$ cat config.mk
export PLATFORM = sky130hd
export DESIGN_NAME = rs_multi_issue
export DESIGN_NICKNAME = d
export VERILOG_FILES = /design/src/rtl/rs_pkg.sv /design/src/rtl/rs_age_select.sv /design/src/rtl/rs_multi_issue.sv
export SDC_FILE = /design/constraint.sdc
export NUM_CORES = 2
export LEC_CHECK = 0
export CAP_MARGIN = 10
export CORE_MARGIN = 5
export CORE_UTILIZATION = 54
export CTS_BUF_LIST = sky130_fd_sc_hd__clkbuf_8
export DETAILED_ROUTE_END_ITERATION = 10
export GPL_ROUTABILITY_DRIVEN = 1
export GPL_TIMING_DRIVEN = 0
export PLACE_DENSITY = 0.73
export SYNTH_ARGS = -nofsm -noshare
export SYNTH_HDL_FRONTEND = slang
export SYNTH_SLANG_ARGS = --single-unit
$ cat constraint.sdc
create_clock -name clock -period 124.4 [get_ports clock]
set_clock_uncertainty 0.2 [all_clocks]
set_input_delay 24.88 -clock clock [delete_from_list [all_inputs] [get_ports clock]]
set_output_delay 24.88 -clock clock [all_outputs]
set_load 0.02 [all_outputs]
$ cat src/rtl/rs_pkg.sv
// Shared widths, entry layout and ROB-distance helper for the reservation station.
package rs_pkg;

  localparam int unsigned RS_NUM_ROB   = 32;
  localparam int unsigned RS_ROB_W     = $clog2(RS_NUM_ROB);
  localparam int unsigned RS_NUM_PR    = 64;
  localparam int unsigned RS_PR_W      = $clog2(RS_NUM_PR);
  localparam int unsigned RS_ZERO_PR   = 31;
  localparam int unsigned RS_PAYLOAD_W = 128;

  typedef struct packed {
    logic [RS_PR_W-1:0] idx;
    logic               ready;
  } RS_TAG_t;

  typedef struct packed {
    logic                    busy;
    logic [RS_ROB_W-1:0]     rob_idx;
    logic [RS_PAYLOAD_W-1:0] payload;
    RS_TAG_t                 t1;
    RS_TAG_t                 t2;
  } RS_ENTRY_t;

  localparam RS_ENTRY_t RS_ENTRY_RESET = '0;

  // Distance from ref to idx in ROB order, wrapping modulo the ROB depth.
  function automatic logic [RS_ROB_W-1:0] rob_dist(input logic [RS_ROB_W-1:0] idx,
                                                   input logic [RS_ROB_W-1:0] ref_idx);
    return idx - ref_idx;
  endfunction

endpackage

$ cat src/rtl/rs_age_select.sv
// Oldest-first picker: binary reduction tree over (request, age) pairs.
module rs_age_select #(
  parameter int unsigned N     = 8,
  parameter int unsigned AGE_W = 5
) (
  input  logic [N-1:0]         req_i,
  input  logic [N*AGE_W-1:0]   age_i,
  output logic [N-1:0]         gnt_o,
  output logic [$clog2(N)-1:0] idx_o,
  output logic                 any_o
);

  localparam int unsigned IDX_W = $clog2(N);

  // Heap-ordered tree: node k has children 2k and 2k+1, leaves at N..2N-1.
  logic             nv [2*N];
  logic [AGE_W-1:0] na [2*N];
  logic [IDX_W-1:0] ni [2*N];
  logic             take_left;

  always_comb begin
    take_left = 1'b0;
    for (int unsigned k = 0; k < 2*N; k++) begin
      nv[k] = 1'b0;
      na[k] = '0;
      ni[k] = '0;
    end
    for (int unsigned i = 0; i < N; i++) begin
      nv[N+i] = req_i[i];
      na[N+i] = age_i[i*AGE_W +: AGE_W];
      ni[N+i] = IDX_W'(i);
    end
    for (int unsigned k = N-1; k >= 1; k--) begin
      take_left = nv[2*k] && (!nv[2*k+1] || (na[2*k] <= na[2*k+1]));
      nv[k] = nv[2*k] | nv[2*k+1];
      na[k] = take_left ? na[2*k] : na[2*k+1];
      ni[k] = take_left ? ni[2*k] : ni[2*k+1];
    end
  end

  assign any_o = nv[1];
  assign idx_o = ni[1];

  always_comb begin
    gnt_o = '0;
    for (int unsigned i = 0; i < N; i++)
      gnt_o[i] = any_o && (ni[1] == IDX_W'(i));
  end

endmodule

$ cat src/rtl/rs_multi_issue.sv
// Reservation station: CDB wakeup, oldest-ready issue in ROB order, rollback squash.
module rs_multi_issue
  import rs_pkg::*;
#(
  parameter int unsigned NUM_ENTRIES = 8,
  parameter int unsigned NUM_CDB     = 2
) (
  input  logic                          clock,
  input  logic                          reset,
  input  logic                          en,
  input  logic                          dispatch_en,
  input  logic [RS_PAYLOAD_W-1:0]       dispatch_payload,
  input  logic [RS_ROB_W-1:0]           dispatch_rob_idx,
  input  logic [RS_PR_W-1:0]            dispatch_T1_idx,
  input  logic [RS_PR_W-1:0]            dispatch_T2_idx,
  input  logic                          dispatch_T1_ready,
  input  logic                          dispatch_T2_ready,
  input  logic [NUM_CDB-1:0]            cdb_valid,
  input  logic [NUM_CDB*RS_PR_W-1:0]    cdb_T_idx,
  input  logic [RS_ROB_W-1:0]           rob_head_idx,
  input  logic                          rollback_en,
  input  logic [RS_ROB_W-1:0]           rollback_rob_idx,
  input  logic [RS_ROB_W-1:0]           rollback_diff,
  input  logic                          issue_ready,
  output logic                          issue_valid,
  output logic [RS_PAYLOAD_W-1:0]       issue_payload,
  output logic [RS_ROB_W-1:0]           issue_rob_idx,
  output logic [RS_PR_W-1:0]            issue_T1_idx,
  output logic [RS_PR_W-1:0]            issue_T2_idx,
  output logic                          rs_ready,
  output logic [$clog2(NUM_ENTRIES):0]  free_count
);

  localparam int unsigned IDX_W = $clog2(NUM_ENTRIES);
  localparam int unsigned CNT_W = IDX_W + 1;
  localparam logic [RS_PR_W-1:0] ZERO_TAG = RS_PR_W'(RS_ZERO_PR);

  RS_ENTRY_t ent_q [NUM_ENTRIES];
  RS_ENTRY_t ent_d [NUM_ENTRIES];

  logic [NUM_ENTRIES-1:0]          hit1, hit2, squash, cand, gnt;
  logic [NUM_ENTRIES*RS_ROB_W-1:0] age_flat;
  logic [IDX_W-1:0]                sel_idx, alloc_idx;
  logic                            sel_any, alloc_found, dhit1, dhit2, fire, do_disp;
  logic [CNT_W-1:0]                free_cnt;

  // Tag matches against stored entries and against the instruction being dispatched.
  always_comb begin
    hit1  = '0;
    hit2  = '0;
    dhit1 = 1'b0;
    dhit2 = 1'b0;
    for (int unsigned p = 0; p < NUM_CDB; p++) begin
      if (cdb_valid[p] && (cdb_T_idx[p*RS_PR_W +: RS_PR_W] != ZERO_TAG)) begin
        for (int unsigned i = 0; i < NUM_ENTRIES; i++) begin
          if (cdb_T_idx[p*RS_PR_W +: RS_PR_W] == ent_q[i].t1.idx) hit1[i] = 1'b1;
          if (cdb_T_idx[p*RS_PR_W +: RS_PR_W] == ent_q[i].t2.idx) hit2[i] = 1'b1;
        end
        if (cdb_T_idx[p*RS_PR_W +: RS_PR_W] == dispatch_T1_idx) dhit1 = 1'b1;
        if (cdb_T_idx[p*RS_PR_W +: RS_PR_W] == dispatch_T2_idx) dhit2 = 1'b1;
      end
    end
  end

  always_comb begin
    squash   = '0;
    cand     = '0;
    age_flat = '0;
    for (int unsigned i = 0; i < NUM_ENTRIES; i++) begin
      squash[i] = ent_q[i].busy && rollback_en &&
                  (rob_dist(ent_q[i].rob_idx, rollback_rob_idx) <= rollback_diff);
      cand[i]   = ent_q[i].busy && ent_q[i].t1.ready && ent_q[i].t2.ready && !squash[i];
      age_flat[i*RS_ROB_W +: RS_ROB_W] = rob_dist(ent_q[i].rob_idx, rob_head_idx);
    end
  end

  rs_age_select #(
    .N     (NUM_ENTRIES),
    .AGE_W (RS_ROB_W)
  ) u_sel (
    .req_i (cand),
    .age_i (age_flat),
    .gnt_o (gnt),
    .idx_o (sel_idx),
    .any_o (sel_any)
  );

  assign issue_valid   = en && sel_any;
  assign issue_payload = ent_q[sel_idx].payload;
  assign issue_rob_idx = ent_q[sel_idx].rob_idx;
  assign issue_T1_idx  = ent_q[sel_idx].t1.idx;
  assign issue_T2_idx  = ent_q[sel_idx].t2.idx;
  assign fire          = issue_valid && issue_ready;

  // Free count and lowest free slot come from registered state only.
  always_comb begin
    free_cnt    = '0;
    alloc_idx   = '0;
    alloc_found = 1'b0;
    for (int unsigned i = 0; i < NUM_ENTRIES; i++) begin
      if (!ent_q[i].busy) free_cnt = free_cnt + CNT_W'(1);
    end
    for (int unsigned i = NUM_ENTRIES; i > 0; i--) begin
      if (!ent_q[i-1].busy) begin
        alloc_idx   = IDX_W'(i-1);
        alloc_found = 1'b1;
      end
    end
  end

  assign free_count = free_cnt;
  assign rs_ready   = (free_cnt != '0);
  assign do_disp    = dispatch_en && rs_ready && en && !rollback_en && alloc_found;

  always_comb begin
    ent_d = ent_q;
    if (en) begin
      for (int unsigned i = 0; i < NUM_ENTRIES; i++) begin
        if (squash[i]) begin
          ent_d[i] = RS_ENTRY_RESET;
        end else if (fire && gnt[i]) begin
          ent_d[i] = RS_ENTRY_RESET;
        end else if (ent_q[i].busy) begin
          ent_d[i].t1.ready = ent_q[i].t1.ready | hit1[i];
          ent_d[i].t2.ready = ent_q[i].t2.ready | hit2[i];
        end else if (do_disp && (alloc_idx == IDX_W'(i))) begin
          ent_d[i].busy     = 1'b1;
          ent_d[i].rob_idx  = dispatch_rob_idx;
          ent_d[i].payload  = dispatch_payload;
          ent_d[i].t1.idx   = dispatch_T1_idx;
          ent_d[i].t1.ready = dispatch_T1_ready | dhit1;
          ent_d[i].t2.idx   = dispatch_T2_idx;
          ent_d[i].t2.ready = dispatch_T2_ready | dhit2;
        end
      end
    end
  end

  always_ff @(posedge clock or posedge reset) begin
    if (reset) begin
      for (int unsigned i = 0; i < NUM_ENTRIES; i++) ent_q[i] <= RS_ENTRY_RESET;
    end else begin
      ent_q <= ent_d;
    end
  end

endmodule

==> results by group <==
Timing
  – Max_slew headroom: 8.43%
  – Fin. Hold Viols: 0
  – Setup total negative slack: 0 ns
  – Slew @ Worst Pin: 1.37 ns
  – Peak clock frequency supported by timing: 0.0155 GHz
  – Clock period minus final worst setup slack: 64.61 ns
  – Final Max Tran Viols: 0
  – Setup ws final: between 50 and 60 ns
  – Final worst path period share: 51.9%
  – Setup-failing EPs final: 0
  – Setup repair after global routing missed its margin: false

Layout
  – Number of cells in the finished layout apart from fillers: 7,455
  – Largest Register: ent_q
  – Storage cell area: 29,600 sq um
  – Fillcell total: slightly above 9k
  – Flip-flop count of the largest register, all copies and words added: about 1.2k
  – Final nets: 6,124
  – Multi-input gate area in the final layout: ~26,000 sq um
  – Regs by FF count: ent_q: 1184 flops
  – Fraction of final layout cells sized beyond drive strength 1: 8.18%
  – Area Growth Syn to Fin: 13.5%

GRT
  – Grt ovf: 0
  – Overall global routing resource usage: between 30% and 40%
  – Largest net degree at the start of global routing: approximately 130
  – Initial antenna violation count: between 40 and 50
  – Global-route wire length before repair: 323,000 um
  – Vias in the first global route: 50.6k

Floorplanning
  – Core outline area: 110,000 sq um
  – Die outline area: ~120,000 sq um
  – Die span in x: 342 um
  – Row Count: about 120
  – Top-level I/O count: 333
  – Initial standard-cell utilization of the core: 54.2%
  – Height of the die: 342 um

Clocking
  – Post-CTS sizing: 0
  – Maximum root-to-sink buffer count: 3
  – Clock tree root buffer cell: sky130_fd_sc_hd__clkbuf_8
  – Total clock sinks: 1,184
  – Number of clock buffers inserted by TritonCTS: 187
  – TritonCTS clock tree: done
  – Clock latency reported for the late side of the worst-skew pair: 0.92 ns
  – Clock slew seen by the registers of the worst setup and hold paths: 0.06 ns
  – H-tree level count: 4
  – Hold buffers post-CTS: 0
  – Post CTS Setup Buffer Count: 0

Route
  – Post-detailed-route count of antenna-violating nets: 0
  – Routed wire length: 217,000 um
  – Vias after detailed routing: approximately 52k
  – Number of remaining DRC errors: 0
  – Vias per cell: 6.98
  – Mean routed wirelength per cell: about 29 um
  – First-pass iteration count of the detailed router: 8
  – Starting DRT DRC Count: 6,529

Setup path
  – Data arrival time at the worst-slack endpoint: between 30 and 40 ns
  – Longest individual stage delay on the worst path: between 1 and 1.5 ns
  – Critical Path Sink Type: primary output
  – Cell with the biggest individual delay on the critical path: sky130_fd_sc_hd__clkbuf_1
  – Largest fanout on the critical path: 10
  – Critical path required time: 99.32 ns
  – Critical path type: in2out
  – Critical path launch point type: primary input
  – Cell type with the highest occurrence count on the critical path: sky130_fd_sc_hd__clkbuf_1

Yosys
  – Post-synth EDFFs: 0
  – Primary FF master, synth: sky130_fd_sc_hd__dfrtp_1
  – Synthesized flop and latch total: 1,184
  – Number of distinct standard cells referenced by the synthesized netlist: 75
  – Share of synthesized area occupied by flip-flops and latches: 49.6%
  – Cells after synthesis: 5,401
  – Net count after synthesis: around 5.7k
  – Fraction of synthesis flops using an asynchronous set or reset pin: 100%
  – Post-Synthesis Cell Area: 59,700 sq um
  – Number of warnings reported in the yosys synthesis log: 0
  – Avg Synthesized Cell Area: 11.1 sq um

Power and ir drop
  – Power density over the cells: 21.8 nW/um^2
  – Cell leakage power: 0.0300 uW
  – Worst voltage drop across the vdd grid: around 40 uV

Place
  – Buffers on Ports: between 150 and 200
  – HPWL Detailed: 149,000 um
  – Post-Place Cells: 7,079
  – Routability Congestion: approximately 0.98
  – Post-Place Worst Slack: 60.33 ns

Run status
  – Run status: finished, final reports clean

Run
  – Max-cap viol count: 0

Hold path
  – Worst Hold Class: reg2reg
-- critical path: cells and delay by family --
family / cells / cell delay, ns
AO/OA/AOI/OAI: 18 / 3.47
buffers and inverters: 12 / 7.74
adder cells (fa/ha/maj): 4 / 1.29
XOR/XNOR: 1 / 0.16
AND/OR/NAND/NOR: 6 / 1.92
-- report_power, final --
part	leakage [uW]	total [uW]	switching, uW	internal (uW)
registers	0.0160	543	69.3	474
logic	0.0117	590	332	258
clock network	0.00221	346	165	181
total	0.0300	1480	566	913
-- placed cells by master (no fill, tap or decap), types with 8 or more instances in the layout --
master                            netlist  layout
sky130_fd_sc_hd__nand2b_1               8       8
sky130_fd_sc_hd__o21ai_0              194     194
sky130_fd_sc_hd__o2111ai_1            151     151
sky130_fd_sc_hd__clkbuf_1             331     323
sky130_fd_sc_hd__and3_1                 8       8
sky130_fd_sc_hd__nor2b_1               15      15
sky130_fd_sc_hd__diode_2                0      39
sky130_fd_sc_hd__xor2_1                81      81
sky130_fd_sc_hd__a21boi_0              94      94
sky130_fd_sc_hd__a21o_1                47      47
sky130_fd_sc_hd__buf_6                 11      12
sky130_fd_sc_hd__nor4_1                38      38
sky130_fd_sc_hd__xnor2_1              211     211
sky130_fd_sc_hd__nand2_1               44      44
sky130_fd_sc_hd__nand3_1              312     312
sky130_fd_sc_hd__buf_4                 39      39
sky130_fd_sc_hd__nand4_1               41      41
sky130_fd_sc_hd__o31ai_1               11      11
sky130_fd_sc_hd__a221o_1              147     147
sky130_fd_sc_hd__o32ai_1              152     152
sky130_fd_sc_hd__a21oi_1              223     223
sky130_fd_sc_hd__buf_2                 99      99
sky130_fd_sc_hd__nor3_1                13      13
sky130_fd_sc_hd__buf_16                 0      13
sky130_fd_sc_hd__dfrtp_1             1184    1184
sky130_fd_sc_hd__nor2_1                43      43
sky130_fd_sc_hd__fa_1                  16      16
sky130_fd_sc_hd__inv_1                239     293
sky130_fd_sc_hd__clkdlybuf4s50_1        0     172
sky130_fd_sc_hd__clkinv_2               0      20
sky130_fd_sc_hd__buf_1                159     159
sky130_fd_sc_hd__and2_1                 9       9
sky130_fd_sc_hd__a21boi_1              50      50
sky130_fd_sc_hd__clkbuf_8               0     241
sky130_fd_sc_hd__a32o_1                15      15
sky130_fd_sc_hd__clkbuf_2               0       8
sky130_fd_sc_hd__a22o_1              1164    1164
sky130_fd_sc_hd__ha_1                 144     144
-- synth_stat cells (39+ instances only) --
| cell type | n | share of area, % |
|---|---|---|
| sky130_fd_sc_hd__a21boi_0 | 94 | 1.2 |
| sky130_fd_sc_hd__a21boi_1 | 50 | 0.63 |
| sky130_fd_sc_hd__a21o_1 | 47 | 0.59 |
| sky130_fd_sc_hd__a21oi_1 | 223 | 1.9 |
| sky130_fd_sc_hd__a221o_1 | 147 | 2.5 |
| sky130_fd_sc_hd__a22o_1 | 1164 | 17 |
| sky130_fd_sc_hd__buf_1 | 159 | 1.0 |
| sky130_fd_sc_hd__buf_2 | 99 | 0.83 |
| sky130_fd_sc_hd__buf_4 | 39 | 0.49 |
| sky130_fd_sc_hd__clkbuf_1 | 331 | 2.1 |
| sky130_fd_sc_hd__dfrtp_1 | 1184 | 50 |
| sky130_fd_sc_hd__ha_1 | 144 | 3.0 |
| sky130_fd_sc_hd__inv_1 | 239 | 1.5 |
| sky130_fd_sc_hd__nand2_1 | 44 | 0.28 |
| sky130_fd_sc_hd__nand3_1 | 312 | 2.6 |
| sky130_fd_sc_hd__nand4_1 | 41 | 0.43 |
| sky130_fd_sc_hd__nor2_1 | 43 | 0.27 |
| sky130_fd_sc_hd__o2111ai_1 | 151 | 2.2 |
| sky130_fd_sc_hd__o21ai_0 | 194 | 1.6 |
| sky130_fd_sc_hd__o32ai_1 | 152 | 2.2 |
| sky130_fd_sc_hd__xnor2_1 | 211 | 3.1 |
| sky130_fd_sc_hd__xor2_1 | 81 | 1.2 |
-- through the flow --
step           utilization (%)  power [uW]  hold WS [ns]  cell area (sq um)
3_3_place_gp              57.4        1110         0.276              63300
5_1_grt                   61.4        1550         0.305              67700
4_1_cts                   61.3        1470         0.297              67600
6_report                  61.5        1480         0.290              67700
3_5_place_dp              57.8        1120         0.275              63700
2_1_floorplan                -         934         0.260              59700
-- worst paths after layout --
kind / startpoint / end / slack, ns / cells past startpoint
max: rollback_rob_idx[1] / issue_payload[64] / 59.79 / 41
min in group asynchronous: reset / ent_q[610] / 24.26 / 2
min: ent_q[212] / ent_q[212] / 0.29 / 1
max in group asynchronous: reset / ent_q[236] / 96.57 / 7
min reg2reg: ent_q[212] / ent_q[212] / 0.29 / 1
max reg2reg: ent_q[1030] / ent_q[739] / 111.65 / 40
-- metal layers --
metal / wire, um / track usage (%)
met1: 86100 / 49.1
met2: 92900 / 51.4
met4: 11700 / 18.4
met3: 25700 / 11.9
met5: 129 / 0
-- cell type report --
class	instances	area share (%)
Clock inverter	94	0.840
Inverter	240	1.34
Tap cell	1488	2.75
Clock buffer	241	4.90
Buffer	639	4.08
Multi-Input combinational cell	3338	39.0
Sequential cell	1184	43.7
Timing Repair Buffer	192	3.22
Antenna cell	39	0.144
-- cells by family after synthesis --
logic type,Yosys count,synth area share [%]
simple gates,550,4.77
xor+xnor,297,4.45
compound gates,2319,31.3
flops,1184,49.6
fa+ha+maj,160,3.55
buf+inv,879,6.12
mux,12,0.216
Note: power is estimated with default switching activity, not from simulation.
